## config.mk

```make
export PLATFORM = sky130hd
export DESIGN_NAME = sat_counter_table
export DESIGN_NICKNAME = d
export VERILOG_FILES = /design/src/rtl/bp_pkg.sv /design/src/rtl/sat_counter_next.sv /design/src/rtl/sat_counter_table.sv
export SDC_FILE = /design/constraint.sdc
export NUM_CORES = 1
export LEC_CHECK = 0
export BUFFER_PORTS_ARGS = -buffer_cell sky130_fd_sc_hd__buf_2
export CAP_MARGIN = 20
export CORE_MARGIN = 4
export CORE_UTILIZATION = 40
export CTS_BUF_LIST = sky130_fd_sc_hd__clkbuf_2
export CTS_CLUSTER_DIAMETER = 100
export CTS_CLUSTER_SIZE = 24
export DETAILED_ROUTE_END_ITERATION = 6
export PLACE_DENSITY = 0.63
export SLEW_MARGIN = 20
export SYNTH_ARGS = -nofsm -noshare
export SYNTH_HDL_FRONTEND = slang
export SYNTH_SLANG_ARGS = --single-unit
```

## constraint.sdc

```tcl
create_clock -name clk -period 3.05 [get_ports clk]
set_input_delay 0.61 -clock clk [delete_from_list [all_inputs] [get_ports clk]]
set_output_delay 0.61 -clock clk [all_outputs]
set_load 0.01 [all_outputs]
```

## src/rtl/bp_pkg.sv

```systemverilog
`default_nettype none
// ============================================================================
//  Module      : bp_pkg
//  Description : Shared branch-predictor definitions. Holds the clear-sweep
//                FSM state encoding and the default counter geometry that the
//                predictor tables reuse.
//  Revision    : 1.0 - initial release
// ============================================================================
package bp_pkg;

  // Clear-sweep controller states.
  typedef enum logic [0:0] {
    ST_IDLE  = 1'b0,
    ST_CLEAR = 1'b1
  } bp_clr_state_e;

  // Default counter width and reset/clear value ("weakly not taken").
  localparam int BP_CTR_W    = 2;
  localparam int BP_INIT_VAL = 1;

endpackage : bp_pkg
`default_nettype wire

```

## src/rtl/sat_counter_next.sv

```systemverilog
`default_nettype none
// ============================================================================
//  Module      : sat_counter_next
//  Description : Combinational successor of a saturating counter. Taken
//                increments, not-taken decrements, and the value sticks at
//                the all-ones and zero limits instead of wrapping.
//  Ports       : c_i     - current counter value
//                taken_i - resolved direction (1 = increment)
//                c_o     - saturated next value
//  Revision    : 1.0 - initial release
// ============================================================================
module sat_counter_next #(
  parameter int CTR_W = 2
) (
  input  logic [CTR_W-1:0] c_i,
  input  logic             taken_i,
  output logic [CTR_W-1:0] c_o
);

  localparam logic [CTR_W-1:0] C_MAX = '1;

  always_comb begin
    c_o = c_i;
    if (taken_i) begin
      if (c_i != C_MAX) c_o = c_i + 1'b1;
    end else begin
      if (c_i != '0) c_o = c_i - 1'b1;
    end
  end

endmodule : sat_counter_next
`default_nettype wire

```

## src/rtl/sat_counter_table.sv

```systemverilog
`default_nettype none
// ============================================================================
//  Module      : sat_counter_table
//  Description : Pattern history table of DEPTH saturating counters. Fetch
//                looks a counter up (registered response, write-first against
//                a same-cycle update), branch resolve trains one counter per
//                cycle, and a clear request sweeps INIT_VAL over every entry.
//  Ports       : clk, rstn           - clock, synchronous active-low reset
//                pred_valid/index    - lookup request
//                pred_resp_valid     - response valid one cycle after request
//                pred_taken/counter  - looked-up counter MSB / full value
//                upd_valid/index     - training request
//                upd_taken           - resolved direction
//                clear_req           - start a whole-table clear sweep
//                busy                - clear sweep in progress
//  Revision    : 1.0 - initial release
// ============================================================================
module sat_counter_table
  import bp_pkg::*;
#(
  parameter int CTR_W    = BP_CTR_W,
  parameter int DEPTH    = 16,
  parameter int INIT_VAL = BP_INIT_VAL,
  localparam int IDX_W   = $clog2(DEPTH)
) (
  input  logic             clk,
  input  logic             rstn,
  input  logic             pred_valid,
  input  logic [IDX_W-1:0] pred_index,
  output logic             pred_resp_valid,
  output logic             pred_taken,
  output logic [CTR_W-1:0] pred_counter,
  input  logic             upd_valid,
  input  logic [IDX_W-1:0] upd_index,
  input  logic             upd_taken,
  input  logic             clear_req,
  output logic             busy
);

  localparam logic [CTR_W-1:0] INIT_CTR = CTR_W'(INIT_VAL);
  localparam logic [IDX_W-1:0] LAST_IDX = IDX_W'(DEPTH - 1);

  // Flop storage so that reset and the clear sweep can reach every entry.
  logic [CTR_W-1:0] table_q [DEPTH];

  bp_clr_state_e    state_q, state_d;
  logic [IDX_W-1:0] ptr_q, ptr_d;

  logic             is_idle;
  logic             upd_accept;
  logic             pred_accept;
  logic [CTR_W-1:0] upd_cur;
  logic [CTR_W-1:0] upd_new;
  logic [CTR_W-1:0] lookup_val;

  logic             resp_valid_q;
  logic [CTR_W-1:0] resp_ctr_q;

  // --------------------------------------------------------------------------
  // Request qualification. A clear raised in IDLE wins over a same-cycle
  // update, but a same-cycle lookup still reads the pre-clear table.
  // --------------------------------------------------------------------------
  always_comb begin
    is_idle     = (state_q == ST_IDLE);
    upd_accept  = upd_valid  && is_idle && !clear_req;
    pred_accept = pred_valid && is_idle;
  end

  // Single update path through the saturating successor.
  assign upd_cur = table_q[upd_index];

  sat_counter_next #(
    .CTR_W (CTR_W)
  ) u_next (
    .c_i     (upd_cur),
    .taken_i (upd_taken),
    .c_o     (upd_new)
  );

  // Write-first bypass: a lookup colliding with an accepted update returns
  // the post-update value.
  always_comb begin
    if (upd_accept && (upd_index == pred_index)) lookup_val = upd_new;
    else                                         lookup_val = table_q[pred_index];
  end

  // --------------------------------------------------------------------------
  // Counter storage
  // --------------------------------------------------------------------------
  always_ff @(posedge clk) begin
    for (int i = 0; i < DEPTH; i++) begin
      if (!rstn) begin
        table_q[i] <= INIT_CTR;
      end else if (!is_idle) begin
        if (ptr_q == IDX_W'(i)) table_q[i] <= INIT_CTR;
      end else if (upd_accept && (upd_index == IDX_W'(i))) begin
        table_q[i] <= upd_new;
      end
    end
  end

  // --------------------------------------------------------------------------
  // Clear-sweep controller
  // --------------------------------------------------------------------------
  always_ff @(posedge clk) begin
    if (!rstn) begin
      state_q <= ST_IDLE;
      ptr_q   <= '0;
    end else begin
      state_q <= state_d;
      ptr_q   <= ptr_d;
    end
  end

  always_comb begin
    state_d = state_q;
    ptr_d   = ptr_q;
    case (state_q)
      ST_IDLE: begin
        if (clear_req) begin
          state_d = ST_CLEAR;
          ptr_d   = '0;
        end
      end
      ST_CLEAR: begin
        if (ptr_q == LAST_IDX) begin
          state_d = ST_IDLE;
          ptr_d   = '0;
        end else begin
          ptr_d = ptr_q + 1'b1;
        end
      end
      default: begin
        state_d = ST_IDLE;
        ptr_d   = '0;
      end
    endcase
  end

  assign busy = (state_q == ST_CLEAR);

  // --------------------------------------------------------------------------
  // Registered prediction response; the value holds between lookups.
  // --------------------------------------------------------------------------
  always_ff @(posedge clk) begin
    if (!rstn) begin
      resp_valid_q <= 1'b0;
      resp_ctr_q   <= '0;
    end else begin
      resp_valid_q <= pred_accept;
      if (pred_accept) resp_ctr_q <= lookup_val;
    end
  end

  assign pred_resp_valid = resp_valid_q;
  assign pred_counter    = resp_ctr_q;
  assign pred_taken      = resp_ctr_q[CTR_W-1];

endmodule : sat_counter_table
`default_nettype wire

```

==> metrics.txt, run 1 <==
# TYPE chip_impl_metric gauge
chip_impl_metric{name="grt_start_max_net_pins",unit=""} 24
chip_impl_metric{name="core_area",unit="um2"} 5675
chip_impl_info{name="cp-startpoint",value="upd_index[0]"} 1
chip_impl_metric{name="fraction_of_the_mapped_netlist_area_in_compound_gates",unit="%"} 10.53
chip_impl_metric{name="cts_buffers",unit=""} 5
chip_impl_info{name="setup.worst_path.start_class",value="input port"} 1
chip_impl_metric{name="dp_hpwl",unit="um"} 4232
chip_impl_metric{name="finalMaxSlewViolations",unit=""} 0
chip_impl_info{name="most_common_library_cell_in_the_layout_ignoring_fill_and_taps",value="edfxtp_1"} 1
chip_impl_metric{name="fin_tns_setup",unit="ns"} 0
chip_impl_metric{name="synth.distinct_cells",unit=""} 37
chip_impl_metric{name="critical-path-max-stage-delay",unit="ns"} 0.54
chip_impl_metric{name="area.sequential",unit="um2"} 1121
chip_impl_metric{name="cts.sinks",unit=""} 40
chip_impl_metric{name="power.sequential.fraction",unit="%"} 56.3
chip_impl_metric{name="number_of_register_bits_inferred_by_synthesis",unit=""} 40
chip_impl_metric{name="internal-power",unit="W"} 0.0007998
chip_impl_metric{name="clk_latency",unit="ns"} 0.41
chip_impl_info{name="grt_setup_unrepaired",value="no"} 1
chip_impl_metric{name="worstPathMaxFanout",unit=""} 17
chip_impl_info{name="worst_r2r_endpoint",value="table_q[2][0]$_SDFFCE_PN1P_"} 1
chip_impl_metric{name="cts-htree-levels",unit=""} 2
chip_impl_metric{name="post-route-cell-area",unit="um2"} 2608
chip_impl_metric{name="chipWidth",unit="um"} 85.48
chip_impl_metric{name="filler_instances",unit=""} 549
chip_impl_info{name="cts-root-buf",value="clkbuf_2"} 1
chip_impl_info{name="worstHoldPathType",value="in2reg"} 1
chip_impl_info{name="status",value="complete, no violations"} 1
chip_impl_metric{name="count_of_inserted_antenna_diode_cells",unit=""} 0
chip_impl_metric{name="setup_viol_count_final",unit=""} 0
chip_impl_metric{name="p_total",unit="W"} 0.001089
chip_impl_metric{name="io_pins",unit=""} 19
chip_impl_metric{name="remaining_drc_errors",unit=""} 0
chip_impl_metric{name="initial_utilization",unit="%"} 42.31
chip_impl_metric{name="detailed_place.area",unit="um2"} 2540
chip_impl_metric{name="vdd_ir_drop_max",unit="mV"} 0.1801
chip_impl_info{name="cp_cell_sequence",value="buf_2 -> mux4_2 -> a22o_1 -> nor2_1 -> maj3_2 -> nand3_1"} 1
chip_impl_metric{name="r2r.worst_path.cells",unit=""} 7
chip_impl_metric{name="fin_worst_skew",unit="ns"} 0.01333
chip_impl_metric{name="first_global_vias",unit=""} 1717
chip_impl_metric{name="hold_violations",unit=""} 0
chip_impl_metric{name="route.detailed.wl_per_inst",unit="um"} 18.78
chip_impl_metric{name="average_size_of_a_mapped_cell",unit="um2"} 11.01
chip_impl_metric{name="measured_slew_at_the_worst_slew_check_pin",unit="ns"} 0.6744
chip_impl_metric{name="fmax",unit="MHz"} 440.2
chip_impl_metric{name="clk_pin_slew",unit="ns"} 0.22
chip_impl_metric{name="clkPwrFrac",unit="%"} 29.6
chip_impl_info{name="timing_worst_setup_path_type",value="in2reg"} 1
chip_impl_metric{name="xor_xnor_share_of_the_synthesized_area",unit="%"} 1.459
chip_impl_metric{name="syn_nets",unit=""} 236
chip_impl_metric{name="leakagePower",unit="nW"} 0.8261
chip_impl_metric{name="multi_input_combinational_cell_area",unit="um2"} 1171
chip_impl_metric{name="max_cap_violations",unit=""} 0
chip_impl_metric{name="grt_first_pass_wirelength",unit="um"} 9190
chip_impl_metric{name="dr.first_iter.drc_count",unit=""} 171
chip_impl_metric{name="fraction_of_synthesis_flops_using_an_asynchronous_set_or_reset_pin",unit="%"} 0
chip_impl_metric{name="critical_path_required",unit="ns"} 3.21
chip_impl_info{name="critical_path_capture_point_type",value="flop"} 1
chip_impl_metric{name="vias",unit=""} 1805
chip_impl_metric{name="hold_ws",unit="ns"} 0.5266
chip_impl_info{name="crit_path_top_delay_cell",value="mux4_2"} 1
chip_impl_info{name="clock_tree_from_tritoncts",value="done"} 1
chip_impl_metric{name="finalCriticalPeriod",unit="ns"} 2.272
chip_impl_metric{name="mappedNetlistArea",unit="um2"} 2401
chip_impl_metric{name="io_buffers",unit=""} 18
chip_impl_metric{name="detail-route-antenna-nets",unit=""} 0
chip_impl_info{name="r2r_start",value="busy$_SDFF_PN0_"} 1
chip_impl_info{name="ys_dominant_reg_cell",value="edfxtp_1"} 1
chip_impl_metric{name="syn_to_final_growth",unit="%"} 8.598
chip_impl_metric{name="route.detailed.vias_per_inst",unit=""} 5.918
chip_impl_metric{name="power.net_switching",unit="W"} 0.0002891
chip_impl_metric{name="grt_antenna_before_repair",unit=""} 0
chip_impl_metric{name="share_comb_of_total_power",unit="%"} 14.1
chip_impl_metric{name="grt_util_all_layers",unit="%"} 16.41
chip_impl_metric{name="power.share.switching",unit="%"} 26.55
chip_impl_metric{name="finish.net_count",unit=""} 250
chip_impl_metric{name="syn_inst",unit=""} 218
chip_impl_metric{name="yosys-mux-area-fraction",unit="%"} 16.15
chip_impl_metric{name="synth_simple_gate_area_share",unit="%"} 17.61
chip_impl_metric{name="clockBufferDepth",unit=""} 2
chip_impl_metric{name="placementRows",unit=""} 27
chip_impl_metric{name="power-per-cell-area",unit="nW/um2"} 417.6
chip_impl_info{name="mostFrequentLayoutCells",value="32 x edfxtp_1, 28 x nand2_1, 23 x nor2_1, 18 x buf_2, 17 x nand3_1"} 1
chip_impl_info{name="crit_path_end",value="table_q[6][0]$_SDFFCE_PN1P_"} 1
chip_impl_metric{name="post_cts_resized",unit=""} 0
chip_impl_metric{name="timing.final.crit_share",unit="%"} 74.48
chip_impl_metric{name="globalRoute.totalOverflow",unit=""} 0
chip_impl_metric{name="detail_route.wirelength",unit="um"} 5728
chip_impl_metric{name="die_height",unit="um"} 85.48
chip_impl_metric{name="place_congestion",unit=""} 0.8612
chip_impl_metric{name="setup.reg_to_reg.worst_slack",unit="ns"} 0.84
chip_impl_metric{name="seq_area_frac_synth",unit="%"} 46.69
chip_impl_metric{name="synth_fa_ha_area_share",unit="%"} 3.022
chip_impl_metric{name="critPathArrivalTime",unit="ns"} 2.43
chip_impl_metric{name="relSlewSlack",unit="%"} 54.47
chip_impl_metric{name="final-instance-count-excl-fill",unit=""} 305
chip_impl_metric{name="fraction_of_layout_cells_with_a_size_suffix_above_1",unit="%"} 20.17
chip_impl_metric{name="pre_repair_dr_iteration_count",unit=""} 4
chip_impl_metric{name="die_area",unit="um2"} 7306
chip_impl_metric{name="ctsHoldBuffers",unit=""} 0
chip_impl_metric{name="numPlacedInstances",unit=""} 297
chip_impl_metric{name="post-cts-setup-buffers",unit=""} 0
chip_impl_metric{name="synth_enable_flop_cells",unit=""} 32
chip_impl_info{name="synth_top_family_by_area",value="simple AND/OR/NAND/NOR gates"} 1
chip_impl_metric{name="yosys_warnings",unit=""} 0
[Yosys cell counts, types with 2 or more instances]
cell	n	area [um2]
nor2_1	23	86.33
nand2b_1	5	31.28
a31oi_1	2	12.51
a22o_1	2	17.52
nor2b_1	7	43.79
ha_1	4	50.05
mux4_1	2	52.55
a211oi_1	2	15.01
nand4_1	2	12.51
o21ai_0	5	25.02
nand2_1	28	105.1
o211ai_1	12	90.09
and2_1	3	18.77
edfxtp_1	32	960.9
buf_4	3	22.52
a21oi_1	5	25.02
dfxtp_1	8	160.2
a211o_1	2	17.52
clkbuf_1	9	33.78
buf_2	3	15.01
xor2_1	3	26.28
nand3_1	17	85.08
maj3_2	2	22.52
mux4_2	14	315.3
inv_1	6	22.52
and3_1	2	12.51
mux2i_1	2	20.02
o311ai_0	4	35.03
[final cells by class]
class | count | area share, %
multi-input combinational | 155 | 44.91
sequential | 40 | 42.99
timing repair buffer | 24 | 5.182
tap | 72 | 3.455
clock inverter | 3 | 1.631
clock buffer | 5 | 0.9597
inverter | 6 | 0.8637
[flip-flops by register name, summed over array words and instances, names as in the netlist]
register,flops
busy,1
pred_counter,2
pred_resp_valid,1
ptr_q,4
table_q,32
[metal layers]
metal	share of wire (%)	up-vias	GRT usage (%)	wire, um
met5	0	-	0	0
met4	0.84	0	3.885	48
met3	8.9	6	3.786	507
met2	47	86	25.00	2687
met1	43	867	23.72	2484
li1	-	846	-	-
[how the worst min path moves through the flow]
stage	startpoint	to	slack, ns	cells after the start
after global routing	clear_req	ptr_q[3]$_SDFFE_PN0P_	0.54	4
after detailed placement	ptr_q[0]$_SDFFE_PN0P_	ptr_q[0]$_SDFFE_PN0P_	0.52	2
final	clear_req	ptr_q[1]$_SDFFE_PN0P_	0.53	4
after CTS	clear_req	ptr_q[1]$_SDFFE_PN0P_	0.50	4
after global placement	ptr_q[0]$_SDFFE_PN0P_	ptr_q[0]$_SDFFE_PN0P_	0.51	2
after floorplan	ptr_q[0]$_SDFFE_PN0P_	ptr_q[0]$_SDFFE_PN0P_	0.49	2
[power by group through the flow]
stage	clock network [W]	registers, W	logic, W
2_1_floorplan	0	0.000621	0.000111
3_3_place_gp	0	0.000625	0.000152
3_5_place_dp	0	0.000625	0.000153
4_1_cts	0.000330	0.000613	0.000154
5_1_grt	0.000348	0.000615	0.000169
6_report	0.000322	0.000613	0.000153
[stage by stage]
step | utilization (%) | setup WS (ns)
after floorplan | - | 0.7039
after global placement | 44.75 | 0.3677
after detailed placement | 44.75 | 0.3045
after CTS | 45.94 | 0.7741
after global routing | 45.94 | 0.6412
final | 45.94 | 0.7784
[logic make-up after synthesis]
family,count (synthesis)
and+or+nand+nor,91
buffers and inverters,23
DFF,40
muxes,18
AOI/OAI and AO/OA,36
xor gates and xnor gates,4
adders and majority gates,6
[worst max-delay path, delay by kind of cell]
family                     cells  cell delay, ns
muxes                          1            0.54
AOI/OAI and AO/OA              1            0.24
adders and majority gates      1            0.44
buffers and inverters          1            0.30
and+or+nand+nor                2            0.29
No activity file was read; power rests on OpenSTA's default activity.
==> run 2: changes to the inputs <==
clock period = 2.2 ns   (was 3.05 ns; I/O delays follow)
==> run 2 against run 1 <==
  * Non-clock buffer count increased by 14
  * Hold slack got worse by 0.13 ns
  * First-iteration DRC count increased by 21%
  * Clock skew increased by 0.022 ns
  * Design area increased by 4.5%
  * Critical path type is now reg2reg
  * Largest power group unchanged
==> metrics.txt, run 2 (synthesized netlist as in run 1, its figures left out) <==
# TYPE chip_impl_metric gauge
chip_impl_metric{name="relSlewSlack",unit="%"} 55.24
chip_impl_metric{name="finish.net_count",unit=""} 264
chip_impl_metric{name="setup.reg_to_reg.worst_slack",unit="ns"} 0.14
chip_impl_metric{name="ctsHoldBuffers",unit=""} 0
chip_impl_metric{name="hold_violations",unit=""} 0
chip_impl_metric{name="critPathArrivalTime",unit="ns"} 2.18
chip_impl_metric{name="io_buffers",unit=""} 18
chip_impl_metric{name="finalMaxSlewViolations",unit=""} 0
chip_impl_info{name="crit_path_top_delay_cell",value="mux4_2"} 1
chip_impl_info{name="cts-root-buf",value="clkbuf_2"} 1
chip_impl_metric{name="vias",unit=""} 1845
chip_impl_metric{name="route.detailed.wl_per_inst",unit="um"} 17.50
chip_impl_metric{name="cp_num_buf_inv",unit=""} 1
chip_impl_metric{name="leakagePower",unit="nW"} 0.9027
chip_impl_metric{name="critical_path_required",unit="ns"} 2.31
chip_impl_metric{name="detail_route.wirelength",unit="um"} 5582
chip_impl_metric{name="pre_repair_dr_iteration_count",unit=""} 5
chip_impl_metric{name="cts-htree-levels",unit=""} 2
chip_impl_metric{name="fin_tns_setup",unit="ns"} 0
chip_impl_metric{name="final-instance-count-excl-fill",unit=""} 319
chip_impl_metric{name="io_pins",unit=""} 19
chip_impl_metric{name="clockBufferDepth",unit=""} 2
chip_impl_metric{name="route.detailed.vias_per_inst",unit=""} 5.784
chip_impl_info{name="cp_cell_sequence",value="mux4_2 -> a22o_1 -> nor2_2 -> maj3_2 -> buf_12 -> nand3_1"} 1
chip_impl_metric{name="cts.sinks",unit=""} 40
chip_impl_info{name="worst_r2r_endpoint",value="table_q[12][0]$_SDFFCE_PN1P_"} 1
chip_impl_info{name="cell_class_contributing_the_biggest_share_of_worst_path_delay",value="multiplexers"} 1
chip_impl_metric{name="grt_util_all_layers",unit="%"} 16.47
chip_impl_metric{name="die_area",unit="um2"} 7306
chip_impl_metric{name="place_congestion",unit=""} 0.8230
chip_impl_metric{name="fmax",unit="MHz"} 484.4
chip_impl_info{name="worstHoldPathType",value="in2reg"} 1
chip_impl_metric{name="share_comb_of_total_power",unit="%"} 18.4
chip_impl_metric{name="grt_antenna_before_repair",unit=""} 0
chip_impl_info{name="registers.top_by_ff_count",value="table_q"} 1
chip_impl_metric{name="r2r.worst_path.cells",unit=""} 6
chip_impl_metric{name="placementRows",unit=""} 27
chip_impl_metric{name="clk_latency",unit="ns"} 0.38
chip_impl_metric{name="vdd_ir_drop_max",unit="mV"} 0.1938
chip_impl_metric{name="timing.critical_path.depth",unit=""} 6
chip_impl_metric{name="setup_viol_count_final",unit=""} 0
chip_impl_metric{name="power.sequential.fraction",unit="%"} 59.6
chip_impl_metric{name="die_height",unit="um"} 85.48
chip_impl_metric{name="count_of_inserted_antenna_diode_cells",unit=""} 0
chip_impl_metric{name="flip_flop_count_of_the_largest_register_all_copies_and_words_added",unit=""} 32
chip_impl_metric{name="detail-route-antenna-nets",unit=""} 0
chip_impl_info{name="crit_path_end",value="table_q[12][0]$_SDFFCE_PN1P_"} 1
chip_impl_info{name="critical_path_capture_point_type",value="flop"} 1
chip_impl_metric{name="power.share.switching",unit="%"} 26.61
chip_impl_metric{name="measured_slew_at_the_worst_slew_check_pin",unit="ns"} 0.6630
chip_impl_info{name="clock_tree_from_tritoncts",value="done"} 1
chip_impl_info{name="mostFrequentLayoutCells",value="32 x edfxtp_1, 28 x nand2_1, 22 x nor2_1, 18 x buf_2"} 1
chip_impl_metric{name="internal-power",unit="W"} 0.001043
chip_impl_metric{name="fraction_of_layout_cells_with_a_size_suffix_above_1",unit="%"} 25.51
chip_impl_metric{name="max_cap_violations",unit=""} 0
chip_impl_metric{name="globalRoute.totalOverflow",unit=""} 0
chip_impl_metric{name="core_area",unit="um2"} 5675
chip_impl_info{name="most_common_library_cell_in_the_layout_ignoring_fill_and_taps",value="edfxtp_1"} 1
chip_impl_info{name="grt_setup_unrepaired",value="no"} 1
chip_impl_metric{name="dr.first_iter.drc_count",unit=""} 207
chip_impl_metric{name="chipWidth",unit="um"} 85.48
chip_impl_metric{name="first_global_vias",unit=""} 1824
chip_impl_metric{name="initial_utilization",unit="%"} 42.31
chip_impl_metric{name="clk_pin_slew",unit="ns"} 0.19
chip_impl_info{name="setup.worst_path.start_class",value="flop"} 1
chip_impl_metric{name="remaining_drc_errors",unit=""} 0
chip_impl_metric{name="worstPathMaxFanout",unit=""} 12
chip_impl_info{name="status",value="complete, no violations"} 1
chip_impl_metric{name="grt_start_max_net_pins",unit=""} 24
chip_impl_metric{name="timing.final.crit_share",unit="%"} 93.84
chip_impl_metric{name="dp_hpwl",unit="um"} 4424
chip_impl_metric{name="grt_first_pass_wirelength",unit="um"} 9246
chip_impl_metric{name="power.net_switching",unit="W"} 0.0003782
chip_impl_info{name="timing_worst_setup_path_type",value="reg2reg"} 1
chip_impl_metric{name="syn_to_final_growth",unit="%"} 13.50
chip_impl_metric{name="critical-path-max-stage-delay",unit="ns"} 0.49
chip_impl_metric{name="power-per-cell-area",unit="nW/um2"} 521.6
chip_impl_info{name="cp-startpoint",value="table_q[11][1]$_SDFFCE_PN0P_"} 1
chip_impl_metric{name="cts_buffers",unit=""} 5
chip_impl_metric{name="filler_instances",unit=""} 533
chip_impl_metric{name="finalCriticalPeriod",unit="ns"} 2.065
chip_impl_metric{name="fin_worst_skew",unit="ns"} 0.03560
chip_impl_metric{name="clkPwrFrac",unit="%"} 22.0
chip_impl_info{name="r2r_start",value="table_q[11][1]$_SDFFCE_PN0P_"} 1
chip_impl_metric{name="numPlacedInstances",unit=""} 311
run 2: changes by cell type in the layout (fill, tap and decap cells not counted), sizes merged:
cell    previous run  this run
buf               24        38
clkbuf             5         7
clkinv             2         1
bufinv             1         0
run 2: area by class of cell:
cell class | instances | area [um2] | area share, %
Clock buffer | 7 | 35.03 | 1.286
Timing Repair Buffer | 38 | 277.8 | 10.19
Sequential cell | 40 | 1121 | 41.14
Clock inverter | 1 | 5.005 | 0.1837
Inverter | 6 | 22.52 | 0.8264
Multi-Input combinational cell | 155 | 1174 | 43.07
Tap cell | 72 | 90.09 | 3.306
run 2: how the worst min path moves through the flow:
stage,start,to,cells past startpoint
detailed placement,ptr_q[0]$_SDFFE_PN0P_,ptr_q[0]$_SDFFE_PN0P_,2
global route,pred_index[2],pred_counter[0]$_SDFFE_PN0P_,3
CTS,clear_req,ptr_q[1]$_SDFFE_PN0P_,4
finish,clear_req,ptr_q[1]$_SDFFE_PN0P_,4
floorplan,ptr_q[0]$_SDFFE_PN0P_,ptr_q[0]$_SDFFE_PN0P_,2
global placement,ptr_q[0]$_SDFFE_PN0P_,ptr_q[0]$_SDFFE_PN0P_,2
run 2: timing repair:
action,CTS,global route
endpoints found under the setup margin,0,1
setup buffers,0,0
resized for setup,0,1
run 2: power groups by stage:
stage          registers (W)  clock network, W  logic, W
6_report            0.000847          0.000313  0.000262
5_1_grt             0.000850          0.000356  0.000286
4_1_cts             0.000847          0.000321  0.000262
3_5_place_dp        0.000863                 0  0.000261
3_3_place_gp        0.000863                 0  0.000262
2_1_floorplan       0.000861                 0  0.000153
run 2: per-stage QoR:
stage | total power, W | cell area, um2 | hold slack [ns] | util, % | setup slack (ns)
after global placement | 0.001125 | 2683 | 0.5101 | 47.27 | -0.1342
after CTS | 0.001430 | 2723 | 0.3695 | 47.97 | 0.1176
after detailed placement | 0.001125 | 2683 | 0.5116 | 47.27 | -0.1869
final | 0.001421 | 2725 | 0.3918 | 48.02 | 0.1355
after global routing | 0.001492 | 2725 | 0.3750 | 48.02 | 0.03619
after floorplan | 0.001015 | 2401 | 0.4869 | - | 0.02392
run 2: tightest hold or removal path, delay by kind of cell:
kind            cells  cell delay [ns]
buf+inv             1             0.11
compound gates      1             0.10
simple gates        2             0.09
run 2: routing by layer:
| layer | vias to the layer above | wire length (um) | share of wire [%] | global-route usage (%) |
|---|---|---|---|---|
| met5 | - | 0 | 0 | 0 |
| met4 | 0 | 110 | 2.0 | 6.331 |
| met3 | 12 | 492 | 8.8 | 3.107 |
| met2 | 91 | 2638 | 47 | 25.28 |
| met1 | 869 | 2341 | 42 | 23.04 |
| li1 | 873 | - | - | - |
